`src/rtl/hazard_ctrl.sv`:
```
// Pipeline sequencing controller for the 5-stage MIPS core: load-use bubbles,
// branch/jump flushes and data-memory freezes, plus performance counters.
//
// state    | meaning
// RUN      | pipeline advancing normally (hazard rules evaluated each cycle)
// MEM_WAIT | data-memory access outstanding; whole pipeline frozen
module hazard_ctrl #(
  parameter int CNT_W        = 16,
  parameter int MAX_MEM_WAIT = 64
) (
  input  logic             clk,
  input  logic             reset,
  input  logic [4:0]       id_rs,
  input  logic [4:0]       id_rt,
  input  logic             id_uses_rt,
  input  logic             id_jump,
  input  logic             ex_MemRead,
  input  logic [4:0]       ex_rt,
  input  logic             ex_branch_taken,
  input  logic             mem_access,
  input  logic             dmem_ready,
  output logic             pc_write,
  output logic             ifid_write,
  output logic             ifid_flush,
  output logic             idex_write,
  output logic             idex_flush,
  output logic             exmem_write,
  output logic [CNT_W-1:0] stall_cnt,
  output logic [CNT_W-1:0] flush_cnt,
  output logic             mem_timeout
);

  localparam int WW = $clog2(MAX_MEM_WAIT + 1);
  localparam logic [WW-1:0] WAIT_MAX = WW'(MAX_MEM_WAIT);

  typedef enum logic {RUN, MEM_WAIT} state_t;

  state_t          state, state_nxt;
  logic [WW-1:0]   wait_cnt, wait_nxt;
  logic            freeze, lu;
  logic            stall_evt, flush_evt, timeout_set;

  assign freeze = mem_access & ~dmem_ready;
  assign lu     = ex_MemRead & (ex_rt != 5'd0) &
                  ((ex_rt == id_rs) | (id_uses_rt & (ex_rt == id_rt)));

  always_comb begin
    state_nxt   = state;
    wait_nxt    = wait_cnt;
    pc_write    = 1'b1;
    ifid_write  = 1'b1;
    ifid_flush  = 1'b0;
    idex_write  = 1'b1;
    idex_flush  = 1'b0;
    exmem_write = 1'b1;
    stall_evt   = 1'b0;
    flush_evt   = 1'b0;

    if (reset) begin
      pc_write    = 1'b0;
      ifid_write  = 1'b0;
      idex_write  = 1'b0;
      exmem_write = 1'b0;
      ifid_flush  = 1'b1;
      idex_flush  = 1'b1;
      state_nxt   = RUN;
      wait_nxt    = '0;
    end else if (freeze) begin
      pc_write    = 1'b0;
      ifid_write  = 1'b0;
      idex_write  = 1'b0;
      exmem_write = 1'b0;
      state_nxt   = MEM_WAIT;
      if (state == RUN)
        wait_nxt = WW'(1);
      else if (wait_cnt != WAIT_MAX)
        wait_nxt = wait_cnt + 1'b1;
    end else begin
      state_nxt = RUN;
      wait_nxt  = '0;
      // Masked lower-priority hazards are dropped, not queued.
      if (ex_branch_taken) begin
        ifid_flush = 1'b1;
        idex_flush = 1'b1;
        flush_evt  = 1'b1;
      end else if (lu) begin
        pc_write   = 1'b0;
        ifid_write = 1'b0;
        idex_flush = 1'b1;
        stall_evt  = 1'b1;
      end else if (id_jump) begin
        ifid_flush = 1'b1;
        flush_evt  = 1'b1;
      end
    end
  end

  assign timeout_set = ~reset & freeze & (wait_nxt == WAIT_MAX);

  always_ff @(posedge clk) begin
    if (reset) begin
      state       <= RUN;
      wait_cnt    <= '0;
      stall_cnt   <= '0;
      flush_cnt   <= '0;
      mem_timeout <= 1'b0;
    end else begin
      state    <= state_nxt;
      wait_cnt <= wait_nxt;
      if (stall_evt && (stall_cnt != '1))
        stall_cnt <= stall_cnt + 1'b1;
      if (flush_evt && (flush_cnt != '1))
        flush_cnt <= flush_cnt + 1'b1;
      if (timeout_set)
        mem_timeout <= 1'b1;
    end
  end

endmodule

```
`config.mk`:
```
export PLATFORM = sky130hd
export DESIGN_NAME = hazard_ctrl
export DESIGN_NICKNAME = d
export VERILOG_FILES = /design/src/rtl/hazard_ctrl.sv
export SDC_FILE = /design/constraint.sdc
export NUM_CORES = 1
export LEC_CHECK = 0
export CAP_MARGIN = 40
export CORE_MARGIN = 2
export CORE_UTILIZATION = 52
export DETAILED_ROUTE_END_ITERATION = 6
export PLACE_DENSITY_LB_ADDON = 0.1
export SYNTH_ARGS = -nofsm -noshare
export SYNTH_HDL_FRONTEND = slang
export SYNTH_SLANG_ARGS = --single-unit
```
`constraint.sdc`:
```
create_clock -name clk -period 5.77 [get_ports clk]
set_clock_uncertainty 0.15 [all_clocks]
set_input_delay 1.4425 -clock clk [delete_from_list [all_inputs] [get_ports clk]]
set_output_delay 1.4425 -clock clk [all_outputs]
set_load 0.02 [all_outputs]
```
==> metrics.log, run 1 <==
[metrics] outcome: finished clean
[metrics] part of the total power dissipated in combinational logic: 0.116
[metrics] instance area after placement: between 2000 and 3000 um2
[metrics] number of resized instances in the post-cts repair step: 0
[metrics] power density of the placed cells: approximately 180 nW/um2
[metrics] most frequent cells in the layout: 61 x clkdlybuf4s50_1, 41 x dfxtp_1, 23 x nor2_1
[metrics] Post CTS Setup Buffer Count: 0
[metrics] P_leak: roughly 1 nW
[metrics] Int Power: around 0.4 mW
[metrics] largest stage delay on the critical path: 0.59 ns
[metrics] Yosys cell types: 43
[metrics] number of hold-repair buffers added at the cts stage: 0
[metrics] Post-Synthesis Cells: approximately 290
[metrics] unrepaired setup endpoints after global routing: no
[metrics] number of global-route vias before repair: approximately 2100
[metrics] ratio of cells with drive above 1 in the final layout: 0.0673
[metrics] total number of H-tree levels: 2
[metrics] Ys Warns: 0
[metrics] post-layout min period: ~5.3 ns
[metrics] number of buffers inserted by port buffering: 61
[metrics] CTS buffer count: 5
[metrics] cell at the root of the clock tree: clkbuf_8
[metrics] GRT Overall Usage: 0.239
[metrics] Core Region: ~4300 um2
[metrics] most frequent cell on the critical path: clkdlybuf4s50_1
[metrics] diode count: 0
[metrics] crit-path max FO: 6
[metrics] most instantiated flip-flop cell in the synthesis netlist: dfxtp_1
[metrics] combined buffer and inverter count along the critical path: 2
[metrics] Critical Path End Type: primary output
[metrics] grt total ovfl: 0
[metrics] detailed-route DRC error count: 0
[metrics] Row Count: 24
[metrics] drt wl/cell: around 15 um
[metrics] remaining antenna violation count after routing: 0
[metrics] ordered cell list for the critical path: clkdlybuf4s50_1, or4_1, o21ai_1, o21a_1, o21ai_0, nand2_1, clkdlybuf4s50_1
[metrics] kind of path behind the tightest hold check: reg -> reg
[metrics] Reg-to-Reg Start: stall_cnt[0]$_SDFFE_PP0P_
[metrics] worst-skew pair later-pin latency: around 0.30 ns
[metrics] effective utilization at floorplan: 0.534
[metrics] Worst Setup Slack, final: 0.490 ns
[metrics] DRC violation total after the first TritonRoute iteration: between 100 and 150
[metrics] number of detailed-routing iterations run before antenna repair: 4
[metrics] maximum number of pins on one net before global-route repair: 34
[metrics] max-capacitance violation count: 0
[metrics] finished layout cell area: between 3000 and 4000 um2
[metrics] weighted congestion at the end of routability-driven global placement: between 0.8 and 0.9
[metrics] Top-Level Pins: 62
[metrics] Sum Neg Setup Slack: 0 ns
[metrics] initial antenna violation count: 0
[metrics] switching share of power: 0.261
[metrics] hold path start: mem_timeout$_SDFFE_PP0P_
[metrics] critical path data arrival time: ~3.7 ns
[metrics] non-filler cells in the finished layout: approximately 390
[metrics] ratio of routed vias to standard cells: 5.89
[metrics] startpoint-to-endpoint class of the critical path: in -> out
[metrics] worst slack at placement: about 0.47 ns
[metrics] fraction of registers with async set/reset: 0
[metrics] relative area change from synthesis to final layout: 31.5%
[metrics] sequential cell area in the final layout: a little over 800 um2
[metrics] net count after synthesis: 313
[metrics] f_max: 0.189 GHz
[metrics] number of endpoints with negative hold slack in the final report: 0
[metrics] number of nets at the end of the flow: about 370
[metrics] multi-input combinational cell area: around 1400 um2
[metrics] startpoint type of the worst setup path: input pin
[metrics] share of the yosys chip area belonging to registers: 0.356
[metrics] number of failing setup endpoints in the final timing report: 0
[metrics] source of the critical timing path: ex_rt[1]
[metrics] library cell contributing the largest single delay on the critical path: clkdlybuf4s50_1
[metrics] Psw: 0.140 mW
[metrics] die boundary height: roughly 71 um
[metrics] CTS max path bufs: 2
[metrics] area of the die: around 5000 um2
[metrics] Avg Inst Size Synth: about 8 um2
[metrics] Max-Slew Margin vs Limit: 0.615
[metrics] Max VDD drop: ~0.00013 V
[metrics] most common library cell in the layout ignoring fill and taps: clkdlybuf4s50_1
[metrics] Post-Place Cells: 386
[metrics] number of synthesized flops with an enable pin: 0
[metrics] part of the total power dissipated in sequential elements: 0.532
[metrics] Crit path max-delay family: buffers and inverters
[metrics] Worst-Margin Slew: between 0.5 and 0.6 ns
[metrics] x dimension of the die: roughly 71 um
[metrics] register bit count reported by yosys: 41
[metrics] vias: approximately 2300
[metrics] global-route wire length before repair: between 9000 and 10000 um
[metrics] overall power consumption: about 0.54 mW
[metrics] synthesized cell area: 2310 um2
[metrics] share of the clock period used by the worst path: 0.915
[metrics] part of the power in the clock network: 0.352
[metrics] total count of max-transition violations in the final report: 0
[metrics] filler cell count: between 300 and 400
[metrics] Sinks on Clock Net: 41
[metrics] clock tree from TritonCTS: done
[metrics] Critical Path RT: roughly 4.2 ns
[metrics] dpl hpwl: approximately 4000 um
[metrics] Reg clk slew, reported paths: 0.08 ns
[metrics] Routed Wire Length: between 5000 and 6000 um
[final timing paths]
check,slack (ns),endpoint,cells past startpoint
max,0.49,ifid_flush,7
min,0.34,mem_timeout$_SDFFE_PP0P_,1
max reg2reg,3.20,stall_cnt[5]$_SDFFE_PP0P_,7
min reg2reg,0.34,mem_timeout$_SDFFE_PP0P_,1
[logic make-up (layout without fill, tap and decap cells)]
| logic type | after synthesis | count (layout) | share of synthesized area |
|---|---|---|---|
| compound gates | 58 | 58 | 0.163 |
| fa+ha+maj | 4 | 4 | 0.0217 |
| buf+inv | 25 | 81 | 0.0450 |
| simple gates | 131 | 131 | 0.303 |
| xor+xnor | 17 | 17 | 0.0645 |
| mux | 10 | 10 | 0.0472 |
| flops | 41 | 41 | 0.356 |
[Yosys cell counts (2+ instances only)]
cell type	number	area share
nor2b_1	7	0.019
xor2_1	13	0.049
nor3_1	10	0.022
nor2_1	23	0.037
o311ai_0	3	0.011
a21oi_1	17	0.037
buf_2	2	0.0043
nand4_1	10	0.027
and3_1	6	0.016
mux2_2	7	0.034
dfxtp_1	41	0.36
o41ai_1	3	0.011
clkbuf_1	13	0.021
inv_1	7	0.011
ha_1	4	0.022
nand2_1	22	0.036
o31a_1	2	0.0076
mux2i_1	3	0.013
or4_1	12	0.039
o31ai_1	9	0.029
or3_1	6	0.016
nand3_1	21	0.046
xnor2_1	4	0.015
nor4_1	6	0.016
a41oi_1	2	0.0076
buf_4	2	0.0065
o21a_1	4	0.013
o21ai_0	12	0.026
[metrics by stage]
stage / hold WS (ns) / util
final: 0.337 / 0.702
after global routing: 0.368 / 0.702
after CTS: 0.337 / 0.702
after detailed placement: 0.312 / 0.682
after global placement: 0.307 / 0.682
after floorplan: 0.303 / -
[registers in the layout, summed over array words and instances (netlist names)]
name / count
mem_timeout: 1
wait_cnt: 7
flush_cnt: 16
stall_cnt: 16
state: 1
[power groups by stage]
stage / combinational [mW] / clock (mW) / sequential, mW
final: 0.0625 / 0.189 / 0.286
after global routing: 0.0679 / 0.205 / 0.287
after CTS: 0.0628 / 0.192 / 0.286
after detailed placement: 0.0626 / 0 / 0.293
after global placement: 0.0615 / 0 / 0.293
after floorplan: 0.0301 / 0 / 0.293
[layout make-up]
cell class	count	share of cell area
repair buffers	66	0.214
well taps	52	0.0214
clock buffers	5	0.0227
inverters	7	0.00866
clock inverters	3	0.00577
multi-input cells	220	0.458
flip-flops and latches	41	0.270
[metal layers]
metal	vias to the layer above	track usage	routed length [um]
met4	0	0.0985	112
met3	9	0.0499	283
li1	1160	-	-
met5	-	0	0
met2	65	0.400	2830
met1	1085	0.300	2520
Note: power is estimated with default switching activity, not from simulation.
==> inputs of run 2 (changes only) <==
Settings changed: CTS_CLUSTER_SIZE set to 12, GPL_TIMING_DRIVEN set to 0.
==> run 2 against run 1 <==
Sequential power about the same. Clock power up 8%. Non-clock buffer count up 14. Critical path depth up 2. Fmax down 5.7%. Global-route usage up 0.60 points. Hold slack worse by 0.0035 ns. Critical endpoint is now pc_write. Largest power group unchanged.
==> metrics.log, run 2 (synthesized netlist as in run 1, its figures left out) <==
[metrics] outcome: finished clean
[metrics] die boundary height: 70.6 um (unchanged)
[metrics] Worst-Margin Slew: 0.579 ns (+0.00507 ns)
[metrics] top routing layer in use: met4
[metrics] clock tree from TritonCTS: done
[metrics] Worst Setup Slack, final: 0.170 ns (-0.320 ns)
[metrics] Sinks on Clock Net: 41 (unchanged)
[metrics] most frequent cell on the critical path: clkdlybuf4s50_1
[metrics] number of failing setup endpoints in the final timing report: 0 (unchanged)
[metrics] largest stage delay on the critical path: 0.59 ns (about the same)
[metrics] Top-Level Pins: 62 (unchanged)
[metrics] Critical Path End Type: primary output
[metrics] x dimension of the die: 70.6 um (unchanged)
[metrics] weighted congestion at the end of routability-driven global placement: 0.893 (+4.7%)
[metrics] GRT Overall Usage: 0.245 (+0.00603)
[metrics] CTS buffer count: 5 (unchanged)
[metrics] total count of max-transition violations in the final report: 0 (unchanged)
[metrics] power density of the placed cells: 180 nW/um2 (+1.3%)
[metrics] maximum number of pins on one net before global-route repair: 14 (-59%)
[metrics] Row Count: 24 (unchanged)
[metrics] initial antenna violation count: 0 (unchanged)
[metrics] met2 WL: 3080 um (+8.9%)
[metrics] most frequent cells in the layout: 61 x clkdlybuf4s50_1, 41 x dfxtp_1, 23 x nor2_1
[metrics] detailed-route DRC error count: 0 (unchanged)
[metrics] ratio of cells with drive above 1 in the final layout: 0.0702 (+0.00297)
[metrics] Core Region: 4320 um2 (unchanged)
[metrics] drt wl/cell: 15.1 um (+3.2%)
[metrics] number of detailed-routing iterations run before antenna repair: 4 (unchanged)
[metrics] number of hold-repair buffers added at the cts stage: 0 (unchanged)
[metrics] Critical Path RT: 4.18 ns (about the same)
[metrics] Sum Neg Setup Slack: 0 ns (unchanged)
[metrics] number of global-route vias before repair: 2221 (+4.4%)
[metrics] Max-Slew Margin vs Limit: 0.614 (about the same)
[metrics] share of the clock period used by the worst path: 0.970 (+0.0554)
[metrics] ordered cell list for the critical path: clkdlybuf4s50_1, xor2_1, nor4_2, a32oi_1, nor3_4, clkbuf_2, nor2_1, buf_4, clkdlybuf4s50_1
[metrics] relative area change from synthesis to final layout: 34.5%
[metrics] Critical Path Stages: 9 (+2)
[metrics] CTS max path bufs: 2 (unchanged)
[metrics] kind of path behind the tightest hold check: reg -> reg
[metrics] Crit path max-delay family: buffers and inverters
[metrics] P_leak: 1.03 nW (+2.8%)
[metrics] total number of H-tree levels: 2 (unchanged)
[metrics] remaining antenna violation count after routing: 0 (unchanged)
[metrics] number of buffers inserted by port buffering: 61 (unchanged)
[metrics] sequential cell area in the final layout: 821 um2 (unchanged)
[metrics] f_max: 0.179 GHz (-5.7%)
[metrics] global-route wire length before repair: 9980 um (+2.4%)
[metrics] met1 wire length: 2630 um (+4.4%)
[metrics] source of the critical timing path: ex_rt[3]
[metrics] post-layout min period: 5.60 ns (+0.320 ns)
[metrics] grt total ovfl: 0 (unchanged)
[metrics] registers with the most flip-flops: flush_cnt x16, stall_cnt x16, wait_cnt x7
[metrics] unrepaired setup endpoints after global routing: no
[metrics] reg2reg path depth: 8 (+1)
[metrics] vias: 2423 (+4.5%)
[metrics] multi-input combinational cell area: 1400 um2 (+0.72%)
[metrics] number of nets at the end of the flow: 382 (+3.8%)
[metrics] filler cell count: 372 (+0.54%)
[metrics] worst hold stages: 1 (unchanged)
[metrics] crit-path max FO: 10 (+4)
[metrics] FF-to-FF setup slack: 2.96 ns (-0.24 ns)
[metrics] Routed Wire Length: 6140 um (+6.8%)
[metrics] most common library cell in the layout ignoring fill and taps: clkdlybuf4s50_1
[metrics] wire length on met3: 341 um (+20%)
[metrics] worst-skew pair later-pin latency: 0.31 ns (about the same)
[metrics] combined buffer and inverter count along the critical path: 4 (+2)
[metrics] ratio of routed vias to standard cells: 5.94 (+0.90%)
[metrics] area of the die: 4990 um2 (unchanged)
[metrics] startpoint type of the worst setup path: input pin
[metrics] DRC violation total after the first TritonRoute iteration: 164 (+50%)
[metrics] cell at the root of the clock tree: clkbuf_8
[metrics] number of endpoints with negative hold slack in the final report: 0 (unchanged)
[metrics] library cell contributing the largest single delay on the critical path: clkdlybuf4s50_1
[metrics] dpl hpwl: 4390 um (+7.5%)
[metrics] diode count: 0 (unchanged)
[metrics] Max VDD drop: 0.000114 V (-11%)
[metrics] startpoint-to-endpoint class of the critical path: in -> out
[metrics] effective utilization at floorplan: 0.534 (unchanged)
[metrics] Worst setup endpoint: pc_write
[metrics] critical path data arrival time: 4.01 ns (+0.32 ns)
[metrics] Reg-to-Reg Start: flush_cnt[3]$_SDFFE_PP0P_
[metrics] Reg clk slew, reported paths: 0.08 ns (about the same)
[metrics] max-capacitance violation count: 0 (unchanged)
[metrics] endpoint of the most critical register-to-register path: flush_cnt[14]$_SDFFE_PP0P_
[metrics] worst slack at placement: -0.148 ns (-0.623 ns)
-- run 2: how the worst min path moves through the flow --
stage / start / end / slack (ns)
CTS: mem_timeout$_SDFFE_PP0P_ / mem_timeout$_SDFFE_PP0P_ / 0.33
floorplan: state$_SDFF_PP0_ / wait_cnt[0]$_SDFF_PP0_ / 0.30
global placement: mem_timeout$_SDFFE_PP0P_ / mem_timeout$_SDFFE_PP0P_ / 0.30
detailed placement: mem_timeout$_SDFFE_PP0P_ / mem_timeout$_SDFFE_PP0P_ / 0.31
global route: mem_timeout$_SDFFE_PP0P_ / mem_timeout$_SDFFE_PP0P_ / 0.37
finish: mem_timeout$_SDFFE_PP0P_ / mem_timeout$_SDFFE_PP0P_ / 0.33
-- run 2: routing by layer --
| layer | GRT usage | up-vias |
|---|---|---|
| met5 | 0 | - |
| met4 | 0.0818 | 0 |
| met3 | 0.0484 | 7 |
| met2 | 0.425 | 75 |
| met1 | 0.306 | 1142 |
| li1 | - | 1199 |
-- run 2: area by class of cell --
class                           instances  area share
Clock inverter                          2     0.00443
Buffer                                 18      0.0254
Multi-Input combinational cell        220       0.451
Sequential cell                        41       0.264
Tap cell                               52      0.0210
Clock buffer                            6      0.0266
Inverter                                7     0.00846
Timing Repair Buffer                   62       0.199
-- run 2: report_power, final --
| group | switching [mW] | internal, mW |
|---|---|---|
| Sequential | 0.00164 | 0.284 |
| Combinational | 0.0356 | 0.0307 |
| Clock | 0.108 | 0.0971 |
| Total | 0.145 | 0.412 |
-- run 2: metrics by stage --
| step | std cells | hold slack [ns] | total power [mW] | util | instance area (um2) |
|---|---|---|---|---|---|
| floorplan | 286 | 0.303 | 0.323 | - | 2310 |
| global placement | 399 | 0.304 | 0.356 | 0.690 | 2980 |
| detailed placement | 399 | 0.311 | 0.357 | 0.690 | 2980 |
| CTS | 407 | 0.332 | 0.558 | 0.714 | 3090 |
| global route | 408 | 0.371 | 0.574 | 0.718 | 3100 |
| finish | 408 | 0.334 | 0.557 | 0.718 | 3100 |
-- run 2: what timing repair did --
item / in CTS / in global routing
pin swaps: 0 / 1
setup endpoints to repair: 2 / 2
buffers inserted: 0 / 1
hold endpoints to repair: 0 / 0
gates resized for setup: 1 / 4
